### src/rtl/clkdiv_pkg.sv
// Shared constants for the divider/tick controller: default sizing, reset taps
// and the datapath gating mode encoding.
package clkdiv_pkg;

    localparam int CNT_W    = 32;
    localparam int NCH      = 2;
    localparam int SEL_W    = 5;
    localparam int DEF_TAP0 = 17;
    localparam int DEF_TAP1 = 24;

    typedef enum logic [1:0] {
        MODE_RUN   = 2'b00,
        MODE_PAUSE = 2'b01,
        MODE_STEP  = 2'b10
    } mode_e;

endpackage

### src/rtl/clkdiv_tap_edge.sv
// One tick channel: programmable tap on the divider counter plus a rising-edge
// detector whose history bit is reloaded when the tap changes.
module clkdiv_tap_edge #(
    parameter int CNT_W   = clkdiv_pkg::CNT_W,
    parameter int SEL_W   = clkdiv_pkg::SEL_W,
    parameter int DEF_TAP = clkdiv_pkg::DEF_TAP0
) (
    input  logic             clk,
    input  logic             rst,
    input  logic [CNT_W-1:0] clkdiv,
    input  logic             load,
    input  logic [SEL_W-1:0] load_tap,
    output logic             raw
);

    logic [SEL_W-1:0] tap_reg;
    logic             prev_reg;
    logic             cur_bit;
    logic             new_bit;

    // Mask-and-reduce keeps every counter bit in use for the mux.
    assign cur_bit = |(clkdiv & (CNT_W'(1) << tap_reg));
    assign new_bit = |(clkdiv & (CNT_W'(1) << load_tap));
    assign raw     = cur_bit & ~prev_reg;

    always_ff @(posedge clk) begin
        if (rst) begin
            tap_reg  <= SEL_W'(DEF_TAP);
            prev_reg <= 1'b0;
        end else if (load) begin
            // Seed history from the new tap so the switch itself is not an edge.
            tap_reg  <= load_tap;
            prev_reg <= new_bit;
        end else begin
            prev_reg <= cur_bit;
        end
    end

endmodule

### src/rtl/clkdiv_tick_ctrl.sv
// Free-running divider with per-channel tick taps; channels 1.. are gated by a
// RUN/PAUSE/STEP controller. Define CLKDIV_TICK_STEP_CNT_EN to add step_cnt.
module clkdiv_tick_ctrl #(
    parameter int CNT_W    = clkdiv_pkg::CNT_W,
    parameter int NCH      = clkdiv_pkg::NCH,
    parameter int SEL_W    = clkdiv_pkg::SEL_W,
    parameter int DEF_TAP0 = clkdiv_pkg::DEF_TAP0,
    parameter int DEF_TAP1 = clkdiv_pkg::DEF_TAP1
) (
    input  logic                    clk,
    input  logic                    rst,
    input  logic                    pause,
    input  logic                    step_req,
    input  logic                    cfg_valid,
    output logic                    cfg_ready,
    input  logic [$clog2(NCH)-1:0]  cfg_ch,
    input  logic [SEL_W-1:0]        cfg_tap,
    output logic                    cfg_err,
    output logic [CNT_W-1:0]        clkdiv,
`ifdef CLKDIV_TICK_STEP_CNT_EN
    output logic [15:0]             step_cnt,
`endif
    output logic [NCH-1:0]          tick,
    output logic [1:0]              mode
);

    import clkdiv_pkg::*;

    logic [CNT_W-1:0] cnt_reg;
    logic [NCH-1:0]   tick_reg;
    logic [NCH-1:0]   tick_next;
    logic [NCH-1:0]   raw;
    logic [NCH-1:0]   load;
    mode_e            mode_reg;
    logic             cfg_ready_reg;
    logic             cfg_err_reg;
    logic             accept;
    logic             ch_oob;
    logic             tap_oob;
    logic [SEL_W-1:0] tap_clamped;
    logic             step_fire;
    logic             gate_open;

    assign accept      = cfg_valid & cfg_ready_reg;
    assign ch_oob      = 32'(cfg_ch) >= 32'(NCH);
    assign tap_oob     = 32'(cfg_tap) >= 32'(CNT_W);
    assign tap_clamped = tap_oob ? SEL_W'(CNT_W - 1) : cfg_tap;

    // Channel 1 paces the step; all gated channels share its completion cycle.
    assign step_fire = (mode_reg == MODE_STEP) & raw[1];
    assign gate_open = (mode_reg == MODE_RUN) | step_fire;

    genvar gi;
    generate
        for (gi = 0; gi < NCH; gi++) begin : g_ch
            assign load[gi] = accept & ~ch_oob & (32'(cfg_ch) == 32'(gi));

            clkdiv_tap_edge #(
                .CNT_W   (CNT_W),
                .SEL_W   (SEL_W),
                .DEF_TAP ((gi == 0) ? DEF_TAP0 : DEF_TAP1)
            ) u_edge (
                .clk      (clk),
                .rst      (rst),
                .clkdiv   (cnt_reg),
                .load     (load[gi]),
                .load_tap (tap_clamped),
                .raw      (raw[gi])
            );
        end
    endgenerate

    always_comb begin
        tick_next    = raw & {NCH{gate_open}};
        tick_next[0] = raw[0];
    end

    always_ff @(posedge clk) begin
        if (rst) begin
            cnt_reg       <= '0;
            tick_reg      <= '0;
            mode_reg      <= MODE_RUN;
            cfg_ready_reg <= 1'b1;
            cfg_err_reg   <= 1'b0;
        end else begin
            cnt_reg       <= cnt_reg + CNT_W'(1);
            tick_reg      <= tick_next;
            cfg_ready_reg <= ~accept;
            cfg_err_reg   <= accept & (ch_oob | tap_oob);
            case (mode_reg)
                MODE_RUN: begin
                    if (pause) mode_reg <= MODE_PAUSE;
                end
                MODE_PAUSE: begin
                    if (step_req)    mode_reg <= MODE_STEP;
                    else if (!pause) mode_reg <= MODE_RUN;
                end
                MODE_STEP: begin
                    if (raw[1]) mode_reg <= MODE_PAUSE;
                end
                default: mode_reg <= MODE_RUN;
            endcase
        end
    end

`ifdef CLKDIV_TICK_STEP_CNT_EN
    logic [15:0] step_cnt_reg;

    always_ff @(posedge clk) begin
        if (rst)            step_cnt_reg <= '0;
        else if (step_fire) step_cnt_reg <= step_cnt_reg + 16'd1;
    end

    assign step_cnt = step_cnt_reg;
`endif

    assign clkdiv    = cnt_reg;
    assign tick      = tick_reg;
    assign mode      = mode_reg;
    assign cfg_ready = cfg_ready_reg;
    assign cfg_err   = cfg_err_reg;

endmodule

### config.mk
export PLATFORM = sky130hd
export DESIGN_NAME = clkdiv_tick_ctrl
export DESIGN_NICKNAME = d
export VERILOG_FILES = /design/src/rtl/clkdiv_pkg.sv /design/src/rtl/clkdiv_tap_edge.sv /design/src/rtl/clkdiv_tick_ctrl.sv
export SDC_FILE = /design/constraint.sdc
export NUM_CORES = 1
export LEC_CHECK = 0
export CAP_MARGIN = 20
export CELL_PAD_IN_SITES_DETAIL_PLACEMENT = 1
export CELL_PAD_IN_SITES_GLOBAL_PLACEMENT = 2
export CORE_AREA = 2 2 101 103
export CTS_BUF_LIST = sky130_fd_sc_hd__clkbuf_8
export CTS_CLUSTER_DIAMETER = 120
export DETAILED_ROUTE_END_ITERATION = 8
export DIE_AREA = 0 0 103 105
export HOLD_SLACK_MARGIN = 0.08
export PLACE_DENSITY = 0.91
export SLEW_MARGIN = 5
export SYNTH_ARGS = -nofsm -noshare
export SYNTH_HDL_FRONTEND = slang
export SYNTH_SLANG_ARGS = --single-unit
### constraint.sdc
create_clock -name clk -period 2.5 [get_ports clk]
set_input_delay 0.75 -clock clk [delete_from_list [all_inputs] [get_ports clk]]
set_output_delay 0.75 -clock clk [all_outputs]
set_load 0.02 [all_outputs]
* Word-level counts from Yosys, hierarchy flattened *
Index checks and enable logic that the tools add are counted.
W data, S select, Z words.

storage, ports and cells
  register bits = 49
  input bits = 11
  output and inout port bits = 38

operators by class
  muxes and demuxes = 7
  add/subtract/negate cells = 1
  eq/ne operators = 5
  reductions and logical operators = 5
  shift-type cells = 3
  bitwise gates (word level) = 15

operators by type and width
  operator                 number
  $and A32 B32 Y32         3
  $reduce_or A32 Y1        3
  $shl A1 B5 Y32 const A   3
  $add A32 B1 Y32 const B  1
  $mux W2                  4
  $and A1 B1 Y1            6
  $pmux W2 S3              1
  $not A1 Y1               4
  $ne A3 B3 Y1 const B     1
  $reduce_and A3 Y1        1
  $and A2 B2 Y2            1
  $eq A2 B1 Y1 const B     1
  $eq A2 B2 Y1 const B     1
  $logic_not A2 Y1         1
  $mux W1                  2
  $ne A2 B1 Y1 const B     1
  $ne A2 B2 Y1 const B     1
  $or A1 B1 Y1             1

* Longest topological paths before layout *
  depth after elaboration = 7
  gate-level depth with buffers = 8

* By module *
A second synthesis with hierarchy kept.

second synthesis, totals
  cell total of the unflattened synthesis = 466
  area total of the unflattened synthesis = 3803.6 um2

by module, submodules not included
  module            instances  cells an instance  area each (um2)
  clkdiv_tap_edge   2          132                1033.5
  clkdiv_tick_ctrl  1          202                1736.7

* Worst setup path before layout *
Ideal clock, no wire load.

  path kind = in2reg
  start = in cfg_tap[1]
  end = reg g_ch[1].u_edge.prev_reg
  stages on the path = 7
  arrival time = 2111 ps
  library setup time = 119 ps
  path slack = 270 ps
  cell sequence = buf_2 mux4_2 nand2_1 o21ai_1 a211oi_1 a211o_1 a2bb2o_2

on the way
  longest elaborated chain between the ends = 4

RTL lines
  what                    RTL line                RTL
  start: declaration      clkdiv_tick_ctrl.sv:17  input logic [SEL_W-1:0] cfg_tap,
  $shl A1 B5 Y32          clkdiv_tap_edge.sv:23   assign new_bit = |(clkdiv & (CNT_W'(1) << load_tap));
  $and A32 B32 Y32        clkdiv_tap_edge.sv:23
  $reduce_or A32 Y1       clkdiv_tap_edge.sv:23
  $mux W1                 clkdiv_tap_edge.sv:30   end else if (load) begin
  end signal: assignment  clkdiv_tap_edge.sv:33   prev_reg <= new_bit;
  end signal: assignment  clkdiv_tap_edge.sv:35   prev_reg <= cur_bit;
  end: declaration        clkdiv_tap_edge.sv:17   logic prev_reg;

Every way passes these cells.
A chain may end at the register's enable or synchronous reset.

* Final worst setup path *
  start = in cfg_tap[3]
  end = reg g_ch[0].u_edge.prev_reg

on the way
  longest elaborated chain between the ends = 4

RTL lines
  what                    RTL line
  $shl A1 B5 Y32          clkdiv_tap_edge.sv:23
  $and A32 B32 Y32        clkdiv_tap_edge.sv:23
  $reduce_or A32 Y1       clkdiv_tap_edge.sv:23
  $mux W1                 clkdiv_tap_edge.sv:30
  end signal: assignment  clkdiv_tap_edge.sv:33
  end signal: assignment  clkdiv_tap_edge.sv:35
  end: declaration        clkdiv_tap_edge.sv:17

Every way passes these cells.

==> impl_results.md <==
* Crit path cell chain: clkdlybuf4s50_1, nor2b_1, buf_4, a41o_1, a211oi_1, a211o_1, buf_4, o22ai_1
* Vias post-DR at 3136
* Async set or reset register ratio after synthesis at 0%
* Dpl cell area at 3810 sq um
* Post-synthesis sequential area ratio at 31.0%
* Core footprint at 9640 sq um
* Synthesized net count at 396
* GPL Wtd Cong at 0.878
* Clk_skew at 0.0161 ns
* Reg2reg end: clkdiv[22]
* Routed met1 length at 4670 um
* Overall die area at 10800 sq um
* Vias in the first global route at 3117
* Setup violators final at 0
* Fin crit share at 97.7%
* Max Used Layer: met4
* Peak Freq at 410 MHz
* Rows at 36
* Synth Warn # at 0
* WL final at 10500 um
* Critical Path Start: cfg_tap[3]
* Detailed Place HPWL at 7620 um
* Dominant cell type by area after synthesis: dfxtp_1
* Max FFs per register at 32
* Critical path class: in -> reg
* Antenna Nets Post-Route at 0
* First-pass GRT wire length at 17000 um
* CP arrival at 2.67 ns
* FF-to-FF setup slack at 0.34 ns
* Vias/cell at 5.57
* Initial antenna violation count at 0
* Detail Route met3 WL at 575 um
* # diodes at 0
* Least-Margin Pin Slew at 0.776 ns
* Slowest CP cell: clkdlybuf4s50_1
* Placed Cells at 555
* Status: finished clean
* Final min period at 2.44 ns
* Clock latency on the worst-skew pair at 0.32 ns
* Mapped Cells at 384
* Maximum single-stage delay on the critical path at 0.57 ns
* Initial Util at 32.8%
* R2R depth at 7
* Critical path destination: g_ch[0].u_edge.prev_reg
* # resized after CTS at 0
* Post-synth EDFFs at 0
* Final hold vios at 0
* Design area at 3960 sq um
* Die X at 103 um
* Clk slew on worst S/H paths at 0.08 ns
* Synth cell types at 68
* Top cells by count, synth: dfxtp_1, nor2_1, nand2_1
* Max_cap viols at 0
* Root Buffer: clkbuf_8
* Num ports at 49
* Setup bufs post-CTS at 0
* #FFs+latches synth at 49
* Hold Path Class: reg -> reg
* Area Overhead vs Synth at 25.2%
* Synthesized area at 3160 sq um
* DRC viols at 0
* Net count, final at 441
* CP Capture Type: flop
* Die Span Y at 105 um
* H-tree levels at 2
* Predominant post-synthesis flop cell: dfxtp_1
* GRT overflow at 0
* Layout fillers at 1193
* R2r startpoint: clkdiv[1]
* Synthesized area per cell at 8.23 sq um
* CTS Hold Bufs at 0
* Clk sinks at 49
* Headroom to the max-slew limit at 48.2%
* Non-Filler Instances at 563
* Area share of the largest cell type after synthesis at 31.0%
* Global Route Usage Sum at 20.2%
* Max IR drop VDD at 0.000208 V
* Final core occ at 41.0%
* Layout cells sized above 1 at 12.3%
* Type of origin of the critical path: input port
* Largest net degree at the start of global routing at 25
* Critical Path RT at 2.73 ns
* CTS tree: built
* Crit path max fanout at 5
* Top-count cell post-synth: dfxtp_1
* Hold_ws at 0.407 ns
* Crit path top cell by count: buf_4
* Power Dens Cells at 420 nW/um^2
* Area contributors post-synth: dfxtp_1, mux2i_1, nor2_1
* RSZ-0062 raised after global routing: false
* Drt pass-1 iters at 4
* Per-cell routed wire length at 18.7 um
* Port-buffer cells at 47
* Routed length on met2 at 5100 um
* Initial DRC Count at 199
* Fin. max-slew vios at 0
* Power Total at 1660 uW
* Clock buffer count from CTS at 5
* Leakage power at 0.00145 uW
* Clock buffer depth at 2
## layout make-up
| class | instances | area (sq um) | area share (%) |
|---|---|---|---|
| Multi-Input combinational cell | 293 | 2000 | 50.5 |
| Sequential cell | 49 | 981 | 24.8 |
| Timing Repair Buffer | 71 | 661 | 16.7 |
| Tap cell | 133 | 166 | 4.21 |
| Clock buffer | 6 | 82.6 | 2.09 |
| Clock inverter | 2 | 33.8 | 0.854 |
| Inverter | 9 | 33.8 | 0.854 |
## per-stage QoR
stage | TNS [ns] | setup WS [ns]
finish | 0 | 0.0581
global route | 0 | 0.00580
CTS | 0 | 0.0816
detailed placement | -0.492 | -0.264
global placement | -0.432 | -0.235
floorplan | 0 | 0.270
## routing by layer
layer | global-route usage (%) | vias up
met4 | 5.26 | 0
met1 | 27.5 | 1563
met5 | 0 | -
met3 | 2.61 | 11
li1 | - | 1476
met2 | 33.3 | 86
## how the worst min path moves through the flow
stage          endpoint  cells after the start  slack [ns]               startpoint
2_1_floorplan   tick[0]                      1        0.38  g_ch[0].u_edge.prev_reg
3_3_place_gp    tick[0]                      1        0.39  g_ch[0].u_edge.prev_reg
3_5_place_dp    tick[0]                      1        0.39  g_ch[0].u_edge.prev_reg
4_1_cts         tick[0]                      1        0.40  g_ch[0].u_edge.prev_reg
5_1_grt         tick[0]                      1        0.45  g_ch[0].u_edge.prev_reg
6_report        tick[0]                      1        0.41  g_ch[0].u_edge.prev_reg
## critical path: cells and delay by family
family | cells | cell delay [ns]
buf+inv | 3 | 0.89
simple gates | 1 | 0.33
compound gates | 4 | 0.71
## cells in the final DEF (no fill, tap or decap), types with 11 or more instances in the layout
master	n
buf_4	22
nor2_1	44
nand3b_1	11
xor2_1	17
nand3_1	22
o21ai_0	14
clkdlybuf4s50_1	46
nand2_1	29
mux2i_1	17
dfxtp_1	49
## power breakdown
part           total, uW  switching (uW)  internal [uW]  leakage (uW)
registers            844            45.1            799      0.000398
clock network        614             291            323     0.0000626
logic                202             105           97.4      0.000989
## cell families after synthesis
group	share of synthesized area [%]
compound gates	15.2
xor+xnor	7.48
fa+ha+maj	0.396
buf+inv	6.41
flops	31.0
mux	8.00
other cells	0.119
simple gates	31.3
Note: power is estimated with default switching activity, not from simulation.
